`config.mk`:
```
export PLATFORM = sky130hd
export DESIGN_NAME = vga_frame_monitor
export DESIGN_NICKNAME = d
export VERILOG_FILES = /design/src/rtl/vga_frame_monitor.sv
export SDC_FILE = /design/constraint.sdc
export NUM_CORES = 1
export LEC_CHECK = 0
export ABC_CLOCK_PERIOD_IN_PS = 6700
export BUFFER_PORTS_ARGS = -buffer_cell sky130_fd_sc_hd__buf_2
export CORE_MARGIN = 2
export CORE_UTILIZATION = 25
export CTS_CLUSTER_DIAMETER = 40
export DETAILED_ROUTE_END_ITERATION = 7
export GPL_ROUTABILITY_DRIVEN = 0
export SYNTH_ARGS = -nofsm -noshare
export SYNTH_HDL_FRONTEND = slang
export SYNTH_SLANG_ARGS = --single-unit
```
`constraint.sdc`:
```
create_clock -name clk_fpga -period 6.7 [get_ports clk_fpga]
set_input_delay 0.67 -clock clk_fpga [delete_from_list [all_inputs] [get_ports clk_fpga]]
set_output_delay 0.67 -clock clk_fpga [all_outputs]
set_load 0.1 [all_outputs]
```
`src/rtl/vga_frame_monitor.sv`:
```
// vga_frame_monitor
//   Passive VGA sink on the clk_fpga domain. Recovers pixel/line position from
//   the sync edges, measures line and frame timing, locks when the timing
//   matches the configured mode and reports a per-frame pixel checksum and
//   lit-pixel count.
//
// Ports
//   clk_fpga    in   system clock, rising edge
//   reset       in   synchronous active-high reset
//   HS, VS      in   active-low syncs
//   rgb[7:0]    in   pixel colour
//   locked      out  frame timing matches the parameters
//   frame_done  out  one-cycle pulse, results valid from this cycle
//   h_clks      out  clock cycles in the last line of the last frame
//   v_lines     out  lines in the last frame
//   lit_count   out  active pixels with rgb != 0 in the last frame
//   checksum    out  mod-2^16 sum of active-pixel rgb in the last frame
//   timing_err  out  one-cycle pulse, bad frame while locked
//   blank_err   out  sticky non-zero rgb outside the active window
//
// Optional feature: define VGA_MON_BLANK_CHECK_EN to build the blanking
// check; otherwise blank_err is tied to 0.
module vga_frame_monitor #(
    parameter int unsigned DIV      = 4,
    parameter int unsigned H_TOTAL  = 800,
    parameter int unsigned H_START  = 144,
    parameter int unsigned H_ACTIVE = 640,
    parameter int unsigned V_TOTAL  = 525,
    parameter int unsigned V_START  = 35,
    parameter int unsigned V_ACTIVE = 480
) (
    input  logic        clk_fpga,
    input  logic        reset,
    input  logic        HS,
    input  logic        VS,
    input  logic [7:0]  rgb,
    output logic        locked,
    output logic        frame_done,
    output logic [12:0] h_clks,
    output logic [9:0]  v_lines,
    output logic [18:0] lit_count,
    output logic [15:0] checksum,
    output logic        timing_err,
    output logic        blank_err
);

    localparam int unsigned      DIV_LG    = $clog2(DIV);
    localparam logic [DIV_LG-1:0] STROBE_PH = DIV_LG'(DIV / 2);
    localparam logic [13:0]      LINE_CLKS = 14'(H_TOTAL * DIV);
    localparam logic [13:0]      COL_LO    = 14'(H_START);
    localparam logic [13:0]      COL_HI    = 14'(H_START + H_ACTIVE);
    localparam logic [10:0]      ROW_LO    = 11'(V_START);
    localparam logic [10:0]      ROW_HI    = 11'(V_START + V_ACTIVE);
    localparam logic [10:0]      FRM_LINES = 11'(V_TOTAL);

    typedef enum logic [1:0] {SEARCH, MEASURE, LOCKED} state_e;

    state_e      state_q, state_d;
    logic        hs_s1_q, hs_s2_q, vs_s1_q, vs_s2_q;
    logic [7:0]  rgb_s1_q;
    logic [12:0] hclk_q, hclk_d;
    logic [9:0]  vline_q, vline_d;
    logic        vpend_q, vpend_d;
    logic        line_bad_q, line_bad_d;
    logic [15:0] sum_q, sum_d;
    logic [18:0] lit_q, lit_d;
    logic        frame_done_q, frame_done_d;
    logic        timing_err_q, timing_err_d;
    logic [12:0] h_clks_q;
    logic [9:0]  v_lines_q;
    logic [18:0] lit_count_q;
    logic [15:0] checksum_q;

    logic        hs_fall, vs_fall, boundary, line_mis, frame_good;
    logic        strobe, col_ok, row_ok, sample_act;
    logic [12:0] pix_col;
    logic [10:0] vlines_now;

    assign hs_fall  = hs_s2_q & ~hs_s1_q;
    assign vs_fall  = vs_s2_q & ~vs_s1_q;
    // A VS fall only arms the boundary; the frame actually starts on the
    // next HS fall, which may be in the same cycle.
    assign boundary = hs_fall & (vpend_q | vs_fall);

    // Lines closing while still in SEARCH carry an arbitrary start point.
    assign line_mis   = hs_fall && (state_q != SEARCH) &&
                        (({1'b0, hclk_q} + 14'd1) != LINE_CLKS);
    assign vlines_now = {1'b0, vline_q} + 11'd1;
    assign frame_good = (vlines_now == FRM_LINES) && !line_bad_q && !line_mis;

    assign strobe     = (hclk_q[DIV_LG-1:0] == STROBE_PH);
    assign pix_col    = hclk_q >> DIV_LG;
    assign col_ok     = ({1'b0, pix_col} >= COL_LO) && ({1'b0, pix_col} < COL_HI);
    assign row_ok     = ({1'b0, vline_q} >= ROW_LO) && ({1'b0, vline_q} < ROW_HI);
    assign sample_act = strobe && col_ok && row_ok;

    always_comb begin
        hclk_d     = hclk_q;
        vline_d    = vline_q;
        vpend_d    = vpend_q;
        line_bad_d = line_bad_q;
        sum_d      = sum_q;
        lit_d      = lit_q;

        if (hs_fall) begin
            hclk_d = '0;
        end else if (hclk_q != '1) begin
            hclk_d = hclk_q + 13'd1;
        end

        if (boundary) begin
            vline_d    = '0;
            vpend_d    = 1'b0;
            line_bad_d = 1'b0;
            sum_d      = '0;
            lit_d      = '0;
        end else begin
            if (hs_fall && vline_q != '1) vline_d = vline_q + 10'd1;
            if (vs_fall)                  vpend_d = 1'b1;
            if (line_mis)                 line_bad_d = 1'b1;
            if (sample_act) begin
                sum_d = sum_q + {8'd0, rgb_s1_q};
                if (rgb_s1_q != '0) lit_d = lit_q + 19'd1;
            end
        end
    end

    always_comb begin
        state_d      = state_q;
        frame_done_d = 1'b0;
        timing_err_d = 1'b0;
        case (state_q)
            SEARCH: begin
                if (boundary) state_d = MEASURE;
            end
            MEASURE: begin
                if (boundary) begin
                    frame_done_d = 1'b1;
                    if (frame_good) state_d = LOCKED;
                end
            end
            LOCKED: begin
                if (boundary) begin
                    frame_done_d = 1'b1;
                    if (!frame_good) begin
                        timing_err_d = 1'b1;
                        state_d      = MEASURE;
                    end
                end
            end
            default: state_d = SEARCH;
        endcase
    end

    always_ff @(posedge clk_fpga) begin
        if (reset) begin
            state_q      <= SEARCH;
            hs_s1_q      <= 1'b0;
            hs_s2_q      <= 1'b0;
            vs_s1_q      <= 1'b0;
            vs_s2_q      <= 1'b0;
            rgb_s1_q     <= '0;
            hclk_q       <= '0;
            vline_q      <= '0;
            vpend_q      <= 1'b0;
            line_bad_q   <= 1'b0;
            sum_q        <= '0;
            lit_q        <= '0;
            frame_done_q <= 1'b0;
            timing_err_q <= 1'b0;
            h_clks_q     <= '0;
            v_lines_q    <= '0;
            lit_count_q  <= '0;
            checksum_q   <= '0;
        end else begin
            state_q      <= state_d;
            hs_s1_q      <= HS;
            hs_s2_q      <= hs_s1_q;
            vs_s1_q      <= VS;
            vs_s2_q      <= vs_s1_q;
            rgb_s1_q     <= rgb;
            hclk_q       <= hclk_d;
            vline_q      <= vline_d;
            vpend_q      <= vpend_d;
            line_bad_q   <= line_bad_d;
            sum_q        <= sum_d;
            lit_q        <= lit_d;
            frame_done_q <= frame_done_d;
            timing_err_q <= timing_err_d;
            if (frame_done_d) begin
                h_clks_q    <= hclk_q + 13'd1;
                v_lines_q   <= vline_q + 10'd1;
                lit_count_q <= lit_q;
                checksum_q  <= sum_q;
            end
        end
    end

`ifdef VGA_MON_BLANK_CHECK_EN
    logic blank_err_q, blank_err_d;

    always_comb begin
        blank_err_d = blank_err_q;
        if (strobe && !(col_ok && row_ok) && rgb_s1_q != '0 && state_q != SEARCH)
            blank_err_d = 1'b1;
    end

    always_ff @(posedge clk_fpga) begin
        if (reset) blank_err_q <= 1'b0;
        else       blank_err_q <= blank_err_d;
    end

    assign blank_err = blank_err_q;
`else
    assign blank_err = 1'b0;
`endif

    assign locked     = (state_q == LOCKED);
    assign frame_done = frame_done_q;
    assign timing_err = timing_err_q;
    assign h_clks     = h_clks_q;
    assign v_lines    = v_lines_q;
    assign lit_count  = lit_count_q;
    assign checksum   = checksum_q;

endmodule
```
## Yosys cells after proc, flatten, opt, wreduce, memory -nomap -nowiden

Cells that the tools add are included.

| word-level totals | value |
|---|---|
| register bits | 134 |
| output and inout bits | 62 |

| cells by class | value |
|---|---|
| $add $sub $neg | 6 |
| $lt $le $gt $ge | 4 |
| eq/ne operators | 12 |
| muxes and demuxes | 9 |
| bitwise gates (word level) | 8 |
| reduce and logical (&&, ||, !) cells | 20 |

Operators with widths:

| operator | number |
|---|---|
| $add A19 B1 Y19 const B | 1 |
| $add A16 B8 Y16 | 1 |
| $add A13 B1 Y14 const B | 1 |
| $ne A14 B12 Y1 const B | 1 |
| $add A13 B1 Y13 const B | 1 |
| $ne A13 B13 Y1 const B | 1 |
| $add A10 B1 Y11 const B | 1 |
| $eq A11 B10 Y1 const B | 1 |
| $ge A11 B8 Y1 const B | 1 |
| $lt A11 B10 Y1 const B | 1 |
| $add A10 B1 Y10 const B | 1 |
| $ge A10 B6 Y1 const B | 1 |
| $lt A10 B10 Y1 const B | 1 |
| $mux W2 | 5 |
| $ne A10 B10 Y1 const B | 1 |
| $logic_and A1 B1 Y1 | 9 |
| $ne A2 B2 Y1 const B | 4 |
| $reduce_bool A8 Y1 | 1 |
| $pmux W2 S3 | 1 |
| $reduce_or A2 Y1 | 3 |
| $reduce_and A5 Y1 | 1 |
| $eq A2 B2 Y1 const B | 2 |
| $not A1 Y1 | 4 |
| $and A1 B1 Y1 | 3 |
| 9 further kinds | 12 |

## Logic depth before layout (Yosys ltp)

Gate-level depths: netlist of the first run.

| logic depth | value |
|---|---|
| depth after elaboration | 9 |
| depth in mapped cells | 9 |

## Least setup slack after synthesis of the first run

Ideal clock, no wire load.

| path | value |
|---|---|
| path kind | reg2reg |
| start | reg hclk_q[5] |
| end | reg state_q[0] |
| setup time | 0.115 ns |
| data arrival time | 2.419 ns |
| data required time | 6.585 ns |
| setup slack | 4.166 ns |
| cell stages (with the launch flop) | 8 |
| period minus slack after synthesis | 2.534 ns |
| cells stage by stage | dfxtp_1 > clkbuf_1 > nand3_1 > nor4_1 > mux2_2 > nor4_1 > o21ai_0 > o21a_1 |

| between the ends | value |
|---|---|
| word-level cells in the longest chain between the ends | 7 |
| elaborated cells between the ends (all ways) | 8 |
| classes of those cells | 1 x add/sub; 3 x eq/ne; 4 x reduce/logical |

RTL lines:

| what | RTL line | RTL |
|---|---|---|
| start: declaration | 61 | `logic [12:0] hclk_q, hclk_d;` |
| start signal: assignment | 182 | `hclk_q <= hclk_d;` |
| $add A13 B1 Y14 * | 87 | `(({1'b0, hclk_q} + 14'd1) != LINE_CLKS);` |
| $ne A14 B12 Y1 * | 87 |  |
| $logic_and A1 B1 Y1 * | 86 | `assign line_mis = hs_fall && (state_q != SEARCH) &&` |
| $logic_not A1 Y1 * | 89 | `assign frame_good = (vlines_now == FRM_LINES) && !line_bad_q && !line_mis;` |
| $logic_and A1 B1 Y1 * | 89 |  |
| $ne A2 B2 Y1 (no line) | n/a |  |
| $reduce_and A5 Y1 (no line) * | n/a |  |
| end signal: assignment | 176 | `state_q <= state_d;` |
| end: declaration | 58 | `state_e state_q, state_d;` |

Mark *: on every way between the ends. The rest lies on a longest branch, timed or not.
A chain may end at the register's enable or synchronous reset.

## Worst setup path in the final report of the first run

| path | value |
|---|---|
| start | reg hclk_q[4] |
| end | reg state_q[0] |

Same word-level chain as after synthesis.

==> flow_metrics.env, run 1 <==
export IMPL_instances_no_fill=1102
export IMPL_hold_class="reg2reg"
export IMPL_clkTransAtPathRegs_ps=60
export IMPL_post_cts_resized=0
export IMPL_comb_power_share=0.026
export IMPL_p_sw_mw=0.377
export IMPL_slew_headroom=0.236
export IMPL_syn_nets=750
export IMPL_vias=5072
export IMPL_r2r_start="hclk_q[4]"
export IMPL_rows=56
export IMPL_grt_pass1_wl_um=24500
export IMPL_worst_r2r_path_depth=6
export IMPL_syn_inst=721
export IMPL_min_delay_start="lit_count[14]"
export IMPL_timing_critical_path_required_ps=7010
export IMPL_grt_pass1_vias=4916
export IMPL_synthTopCellsByArea="dfxtp_1 (45%), nand2_1 (6.6%), a21oi_1 (6.1%)"
export IMPL_grt_overflow=0
export IMPL_synth_seq_cells=134
export IMPL_ctsHoldBuffers=0
export IMPL_yosysTopAreaCell="dfxtp_1"
export IMPL_die_w_um=159
export IMPL_drt_first_iter_violations=254
export IMPL_area_growth_pct=20.0
export IMPL_crit_path_end_kind="flip-flop"
export IMPL_clk_path_buf_depth=2
export IMPL_tightest_slew_ps=1140
export IMPL_h_tree_depth=4
export IMPL_startpoint="hclk_q[4]"
export IMPL_final_min_clock_period_ps=3010
export IMPL_arrival_ps=3320
export IMPL_hold_path_end="lit_count[14]"
export IMPL_worst_clock_skew_ps=8.73
export IMPL_grt_max_degree=82
export IMPL_hpwlAfterDp_um=9840
export IMPL_wl_um=14600
export IMPL_cts_tree="done"
export IMPL_ir_drop_uv=106
export IMPL_die_h_um=159
export IMPL_core_um2=23500
export IMPL_initial_core_util=0.255
export IMPL_synth_cell_type_count=57
export IMPL_yosys_area_top_type_share=0.447
export IMPL_cp_max_fo=11
export IMPL_drc=0
export IMPL_io_buffer_count=72
export IMPL_p_leak_nw=2.61
export IMPL_synth_yosys_seq_area_share=0.447
export IMPL_synthFlopType="dfxtp_1"
export IMPL_clock_sinks=134
export IMPL_cts_inserted_buffers=17
export IMPL_power_mw=1.78
export IMPL_syn_area_um2=6000
export IMPL_syn_avg_cell_area_um2=8.32
export IMPL_clockPowerShare=0.519
export IMPL_wire_per_inst_um=13.2
export IMPL_finalNetCount=800
export IMPL_grtUsageTotal=0.118
export IMPL_fin_setup_tns_ps=0
export IMPL_fin_area_um2=7200
export IMPL_reg2reg_to="state_q[0]"
export IMPL_timing_hold_ws_ps=450
export IMPL_die_area_um2=25200
export IMPL_hold_path_depth=2
export IMPL_final_layout_size_suffix_gt1_frac=0.144
export IMPL_async_reset_ff_frac=0
export IMPL_yosys_warnings=0
export IMPL_finalMaxSlewViolations=0
export IMPL_swShare=0.212
export IMPL_pin_count=74
export IMPL_ys_top_cells_by_count="dfxtp_1 (134), nand2_1 (106), a21oi_1 (73)"
export IMPL_placed_area_um2=6620
export IMPL_p_int_mw=1.40
export IMPL_yosysMostFrequentCell="dfxtp_1"
export IMPL_worst_setup_path_type="reg2reg"
export IMPL_insertion_delay_ps=420
export IMPL_ant_nets=0
export IMPL_max_freq_ghz=0.333
export IMPL_antenna_found_initial=0
export IMPL_antenna_cells=0
export IMPL_powerDensity_nw_per_um2=247
export IMPL_rrSetupSlack_ps=3690
export IMPL_grt_setup_unrepaired="no"
export IMPL_drtPass1Iterations=4
export IMPL_fin_crit_sh=0.449
export IMPL_drv_cap=0
export IMPL_status="completed"
export IMPL_cts_root_buf="clkbuf_16"
export IMPL_crit_path_start_kind="flip-flop"
export IMPL_placed_cells=1071
export IMPL_synth_edf_count=0
export IMPL_setup_violations_final=0
export IMPL_hold_viol_final=0
export IMPL_p_seq_frac=0.455
export IMPL_post_cts_setup_buffers=0
export IMPL_viasPerCell=4.60
-- worst max-delay path by stage --
stage                     slack (ps)  cells past startpoint          to
final                           3690                      6  state_q[0]
after global routing            3390                      6  state_q[0]
after CTS                       3690                      6  state_q[0]
after detailed placement        3730                      6  state_q[0]
after global placement          3890                      6  state_q[0]
after floorplan                 4170                      7  state_q[0]
-- worst max-delay path, stage by stage, from the launching register on --
cell and delay (ps):
dfxtp_1 530, nand3_1 210, nor4_1 550, mux2_2 400, nor4_1 780, o21ai_0 210, o21a_1 220
-- state kept, by name, summed over array words and instances (netlist names), 2 cells and up --
signal and cells:
v_lines 10, rgb_s1_q 8, h_clks 13, lit_q 19, state_q 2, lit_count 19, hclk_q 13, sum_q 16
vline_q 10, checksum 16
-- cells by family after synthesis --
kind of cell / Yosys count / share of synthesized area
adder cells (fa/ha/maj): 17 / 0.0367
buffers and inverters: 67 / 0.0440
other: 1 / 0.000625
XOR/XNOR: 46 / 0.0672
AND/OR/NAND/NOR: 299 / 0.239
AO/OA/AOI/OAI: 155 / 0.162
flip-flops: 134 / 0.447
multiplexers: 2 / 0.00355
-- metrics by stage --
stage	worst slack [ps]	utilization
2_1_floorplan	4170	-
6_report	3690	0.306
4_1_cts	3690	0.306
5_1_grt	3390	0.306
3_3_place_gp	3890	0.281
3_5_place_dp	3730	0.281
-- cells in the final DEF (no fill, tap or decap), types with 3 or more instances in the layout --
cell,instances
clkbuf_16,17
or3_1,15
a21oi_1,73
o31ai_1,5
buf_4,6
and4_1,4
and2_1,3
dfxtp_1,134
o22ai_1,3
ha_1,16
nand2b_1,7
o21ai_0,16
xnor2_1,32
inv_1,20
and3_1,10
o41ai_1,5
nand2_1,106
buf_2,72
o21a_1,4
clkinv_2,3
nand3_1,19
nand4_1,8
nor3_1,13
or4_1,5
a211oi_1,22
o211ai_1,5
nor4b_1,3
nor2b_1,17
o311ai_0,3
clkinvlp_4,3
nor2_1,69
xor2_1,14
a31oi_1,3
a21o_1,3
nor4_1,13
clkbuf_8,4
-- routing by layer --
metal | part of all wire | GRT usage | vias up
met5 | 0 | 0 | -
met4 | 0.014 | 0.0504 | 0
met3 | 0.042 | 0.0313 | 11
met2 | 0.47 | 0.193 | 86
met1 | 0.48 | 0.147 | 2362
li1 | - | - | 2613
-- final cells by class --
| cell class | instances | area (um2) |
|---|---|---|
| clock buffers | 23 | 488 |
| repair buffers | 78 | 405 |
| multi-input cells | 520 | 3050 |
| clock inverters | 8 | 97.6 |
| well taps | 319 | 399 |
| fillers | 2549 | 16300 |
| flip-flops and latches | 134 | 2680 |
| inverters | 20 | 75.1 |
-- power groups by stage --
stage / combinational [mW] / clock (mW) / sequential, mW
after floorplan: 0.0347 / 0 / 0.824
after global placement: 0.0460 / 0 / 0.826
after detailed placement: 0.0469 / 0 / 0.826
after CTS: 0.0470 / 0.951 / 0.809
after global routing: 0.0516 / 0.982 / 0.810
final: 0.0461 / 0.923 / 0.809
Note: power is estimated with default switching activity, not from simulation.
==> inputs of run 2 (changes only) <==
Settings changed: ABC_CLOCK_PERIOD_IN_PS 6700 to 2500.
Clock period 6.7 ns to 2.5 ns, I/O delays scaled along.
==> run 2 against run 1 <==
Against the previous run:
- total power increased to 2.7 times the previous value
- worst hold slack got worse by 400 ps
- largest power group unchanged
- global-route usage increased by 0.20 points
- clock skew increased by 2.2 ps
- routed wire length increased by 2.6%
==> flow_metrics.env, run 2 (synthesis gave the netlist of run 1 again) <==
export IMPL_grt_overflow=0
export IMPL_viasPerCell=4.60
export IMPL_rows=56
export IMPL_final_cell_mix="dfxtp_1 (134), nand2_1 (106), a21oi_1 (72), buf_2 (72), nor2_1 (68)"
export IMPL_final_util=0.316
export IMPL_min_delay_start="rgb[4]"
export IMPL_core_um2=23500
export IMPL_hold_class="in2reg"
export IMPL_final_layout_size_suffix_gt1_frac=0.178
export IMPL_r2r_start="hclk_q[6]"
export IMPL_ant_nets=0
export IMPL_crit_path_end_kind="flip-flop"
export IMPL_vias=5177
export IMPL_wl_um=15000
export IMPL_worst_r2r_path_depth=6
export IMPL_drc=0
export IMPL_cp_max_fo=2
export IMPL_nFillCells=2523
export IMPL_hold_viol_final=0
export IMPL_hold_path_depth=2
export IMPL_grt_max_degree=45
export IMPL_status="completed"
export IMPL_setup_violations_final=0
export IMPL_timing_critical_path_required_ps=2850
export IMPL_finalNetCount=823
export IMPL_worst_clock_skew_ps=10.9
export IMPL_arrival_ps=2660
export IMPL_io_buffer_count=72
export IMPL_drtPass1Iterations=5
export IMPL_crit_path_start_kind="flip-flop"
export IMPL_hold_path_end="rgb_s1_q[4]"
export IMPL_die_h_um=159
export IMPL_hpwlAfterDp_um=10600
export IMPL_die_w_um=159
export IMPL_slew_headroom=0.634
export IMPL_cts_inserted_buffers=17
export IMPL_ctsHoldBuffers=0
export IMPL_antenna_cells=0
export IMPL_die_area_um2=25200
export IMPL_clkTransAtPathRegs_ps=60
export IMPL_grt_pass1_vias=4937
export IMPL_pin_count=74
export IMPL_fin_crit_sh=0.925
export IMPL_initial_core_util=0.255
export IMPL_tightest_slew_ps=549
export IMPL_clk_path_buf_depth=2
export IMPL_max_freq_ghz=0.432
export IMPL_ir_drop_uv=357
export IMPL_powerDensity_nw_per_um2=645
export IMPL_cts_root_buf="clkbuf_16"
export IMPL_final_min_clock_period_ps=2310
export IMPL_cts_tree="done"
export IMPL_finalMaxSlewViolations=0
export IMPL_drt_first_iter_violations=263
export IMPL_worst_setup_path_type="reg2reg"
export IMPL_wire_per_inst_um=13.3
export IMPL_drv_cap=0
export IMPL_antenna_found_initial=0
export IMPL_final_common_cell="dfxtp_1"
export IMPL_grt_setup_unrepaired="no"
export IMPL_h_tree_depth=4
export IMPL_placed_cells=1093
export IMPL_grt_pass1_wl_um=24800
export IMPL_grtUsageTotal=0.120
export IMPL_clock_sinks=134
export IMPL_timing_hold_ws_ps=45.1
export IMPL_p_leak_nw=2.73
export IMPL_rrSetupSlack_ps=190
export IMPL_area_growth_pct=23.9
export IMPL_reg2reg_to="lit_q[15]"
export IMPL_fin_setup_tns_ps=0
export IMPL_insertion_delay_ps=420
export IMPL_startpoint="hclk_q[6]"
export IMPL_instances_no_fill=1126
==> run 2: changes by cell type in the layout (fill, tap and decap cells not counted), moves of 2 or more <==
cell      previous run  this run
nor4_1              13        11
clkinv_4             0         2
buf_4                6        27
nor4_2               0         2
==> run 2: final cells by class <==
cell class / count / area (um2) / share of cell area
Clock inverter: 11 / 124 / 0.0167
Sequential cell: 134 / 2680 / 0.361
Timing Repair Buffer: 101 / 594 / 0.0800
Tap cell: 319 / 399 / 0.0537
Inverter: 20 / 75.1 / 0.0101
Multi-Input combinational cell: 520 / 3080 / 0.415
Clock buffer: 21 / 470 / 0.0633
==> run 2: worst max-delay path, cell delays in order, from the launching register on <==
cell      delay, ps
dfxtp_1         310
o41a_1          430
a221oi_2        340
o21ai_2         110
or3_1           400
or4_1           510
a21oi_1         150
==> run 2: metal layers <==
layer  up-vias  part of all wire  global-route usage
met2        86              0.47               0.198
met3        14             0.035              0.0316
met4         0             0.012              0.0434
li1       2668                 -                   -
met5         -                 0                   0
met1      2409              0.48               0.151
==> run 2: timing repair <==
action,in CTS,in global routing
setup endpoints to repair,0,6
setup buffers,0,1
resized for setup,0,7
==> run 2: where the power goes <==
group | internal (mW) | switching [mW] | leakage (nW)
Combinational | 0.0446 | 0.0846 | 1.37
Clock | 1.55 | 0.946 | 0.285
Sequential | 2.15 | 0.0149 | 1.08
Total | 3.74 | 1.05 | 2.73
==> run 2: worst max-delay path by stage <==
| stage | end | cells past startpoint |
|---|---|---|
| after CTS | sum_q[15] | 7 |
| after detailed placement | state_q[0] | 7 |
| final | lit_q[15] | 6 |
| after floorplan | lit_q[15] | 8 |
| after global placement | sum_q[15] | 7 |
| after global routing | sum_q[14] | 9 |
==> run 2: through the flow <==
stage          power, mW  cell area, um2  setup slack [ps]
2_1_floorplan       2.30            6000              46.5
3_3_place_gp        2.34            6800              94.9
3_5_place_dp        2.34            6800              98.6
4_1_cts             4.85            7390              99.6
5_1_grt             4.95            7430              6.84
6_report            4.79            7430               187
==> inputs of run 3 (changes only) <==
Settings changed: PLACE_DENSITY from default to 0.47.
==> run 3 against run 2 <==
Against the previous run:
- sequential share of layout area fell by 0.097 points
- non-clock buffer count rose by 3
- final cell count rose by 0.18%
- largest cell class unchanged
- largest power group unchanged
==> flow_metrics.env, run 3 (synthesis gave the netlist of run 1 again) <==
export IMPL_clkTransAtPathRegs_ps=60
export IMPL_drtPass1Iterations=4
export IMPL_core_um2=23500
export IMPL_die_area_um2=25200
export IMPL_nFillCells=2566
export IMPL_ir_drop_uv=378
export IMPL_grt_overflow=0
export IMPL_status="completed"
export IMPL_startpoint="hclk_q[6]"
export IMPL_pin_count=74
export IMPL_r2r_start="hclk_q[6]"
export IMPL_p_leak_nw=2.75
export IMPL_drc=0
export IMPL_antenna_cells=0
export IMPL_drv_cap=0
export IMPL_h_tree_depth=4
export IMPL_hold_viol_final=0
export IMPL_fin_crit_sh=0.944
export IMPL_crit_path_start_kind="flip-flop"
export IMPL_clk_path_buf_depth=2
export IMPL_grt_max_degree=39
export IMPL_grt_pass1_wl_um=25300
export IMPL_drt_first_iter_violations=218
export IMPL_rows=56
export IMPL_area_growth_pct=24.2
export IMPL_io_buffer_count=72
export IMPL_worst_setup_path_type="reg2reg"
export IMPL_max_freq_ghz=0.424
export IMPL_powerDensity_nw_per_um2=639
export IMPL_pre_cts_ws_ps=104
export IMPL_viasPerCell=4.56
export IMPL_endpoint="lit_q[15]"
export IMPL_reg2reg_to="lit_q[15]"
export IMPL_cts_tree="done"
export IMPL_ant_nets=0
export IMPL_worst_r2r_path_depth=6
export IMPL_die_h_um=159
export IMPL_grt_setup_unrepaired="no"
export IMPL_cts_root_buf="clkbuf_16"
export IMPL_setup_violations_final=0
export IMPL_cp_max_fo=3
export IMPL_hold_class="in2reg"
export IMPL_cts_inserted_buffers=17
export IMPL_slew_headroom=0.576
export IMPL_vias=5148
export IMPL_die_w_um=159
export IMPL_arrival_ps=2700
export IMPL_antenna_found_initial=0
export IMPL_setup_ws_ps=139
export IMPL_insertion_delay_ps=420
export IMPL_timing_critical_path_required_ps=2840
export IMPL_crit_path_end_kind="flip-flop"
export IMPL_wl_um=15500
export IMPL_wire_per_inst_um=13.8
export IMPL_tightest_slew_ps=636
export IMPL_finalNetCount=826
export IMPL_fin_setup_tns_ps=0
export IMPL_final_cell_mix="dfxtp_1 (134), nand2_1 (106), a21oi_1 (72), buf_2 (72), nor2_1 (69)"
export IMPL_finalMaxSlewViolations=0
export IMPL_clock_sinks=134
export IMPL_min_delay_start="rgb[3]"
export IMPL_final_min_clock_period_ps=2360
export IMPL_power_mw=4.76
export IMPL_grt_pass1_vias=4738
export IMPL_worst_clock_skew_ps=13.8
export IMPL_final_common_cell="dfxtp_1"
export IMPL_initial_core_util=0.255
export IMPL_grtUsageTotal=0.123
export IMPL_final_layout_size_suffix_gt1_frac=0.174
export IMPL_rrSetupSlack_ps=140
export IMPL_hpwlAfterDp_um=10800
-- run 3: worst max-delay path: stages (launching register included) --
cell,delay (ps)
dfxtp_1,310
o41a_1,470
a221oi_4,340
o21ai_2,130
or3_1,390
or4_1,500
a21oi_1,140
-- run 3: worst min path at each step --
| stage | endpoint | slack [ps] | cells after the start |
|---|---|---|---|
| 6_report | rgb_s1_q[3] | 40 | 2 |
| 4_1_cts | rgb_s1_q[3] | 30 | 2 |
| 5_1_grt | rgb_s1_q[3] | 30 | 2 |
| 2_1_floorplan | hs_s1_q | 380 | 1 |
| 3_3_place_gp | lit_count[17] | 440 | 2 |
| 3_5_place_dp | lit_count[15] | 440 | 2 |
-- run 3: area by class of cell --
cell class | instances | area, um2 | area share
Multi-Input combinational cell | 520 | 3090 | 0.414
Tap cell | 319 | 399 | 0.0536
Sequential cell | 134 | 2680 | 0.360
Clock buffer | 23 | 468 | 0.0628
Timing Repair Buffer | 104 | 638 | 0.0857
Inverter | 20 | 75.1 | 0.0101
Clock inverter | 8 | 100 | 0.0134
-- run 3: per-layer routing --
metal  vias up  wire (um)  track usage
met2        92       6810        0.189
met5         -          0            0
li1       2672          -            -
met4         0        211       0.0421
met1      2374       8000        0.168
met3        10        514       0.0285
-- run 3: power breakdown --
| group | total [mW] | switching [mW] | leakage [nW] | internal [mW] |
|---|---|---|---|---|
| Clock | 2.46 | 0.943 | 0.277 | 1.51 |
| Sequential | 2.17 | 0.0161 | 1.08 | 2.15 |
| Combinational | 0.132 | 0.0870 | 1.39 | 0.0454 |
-- run 3: stage by stage --
stage	area, um2	utilization	hold WS (ps)	cells
after floorplan	6000	-	378	721
after global placement	6850	0.291	441	1097
after detailed placement	6850	0.291	444	1097
after CTS	7420	0.315	28.2	1128
after global routing	7450	0.316	31.8	1128
final	7450	0.316	43.4	1128
-- run 3: timing repair --
action                     4_1_cts  5_1_grt
resized for setup                0        5
hold buffers                     0        0
buffers inserted                 0        0
setup endpoints to repair        0        6
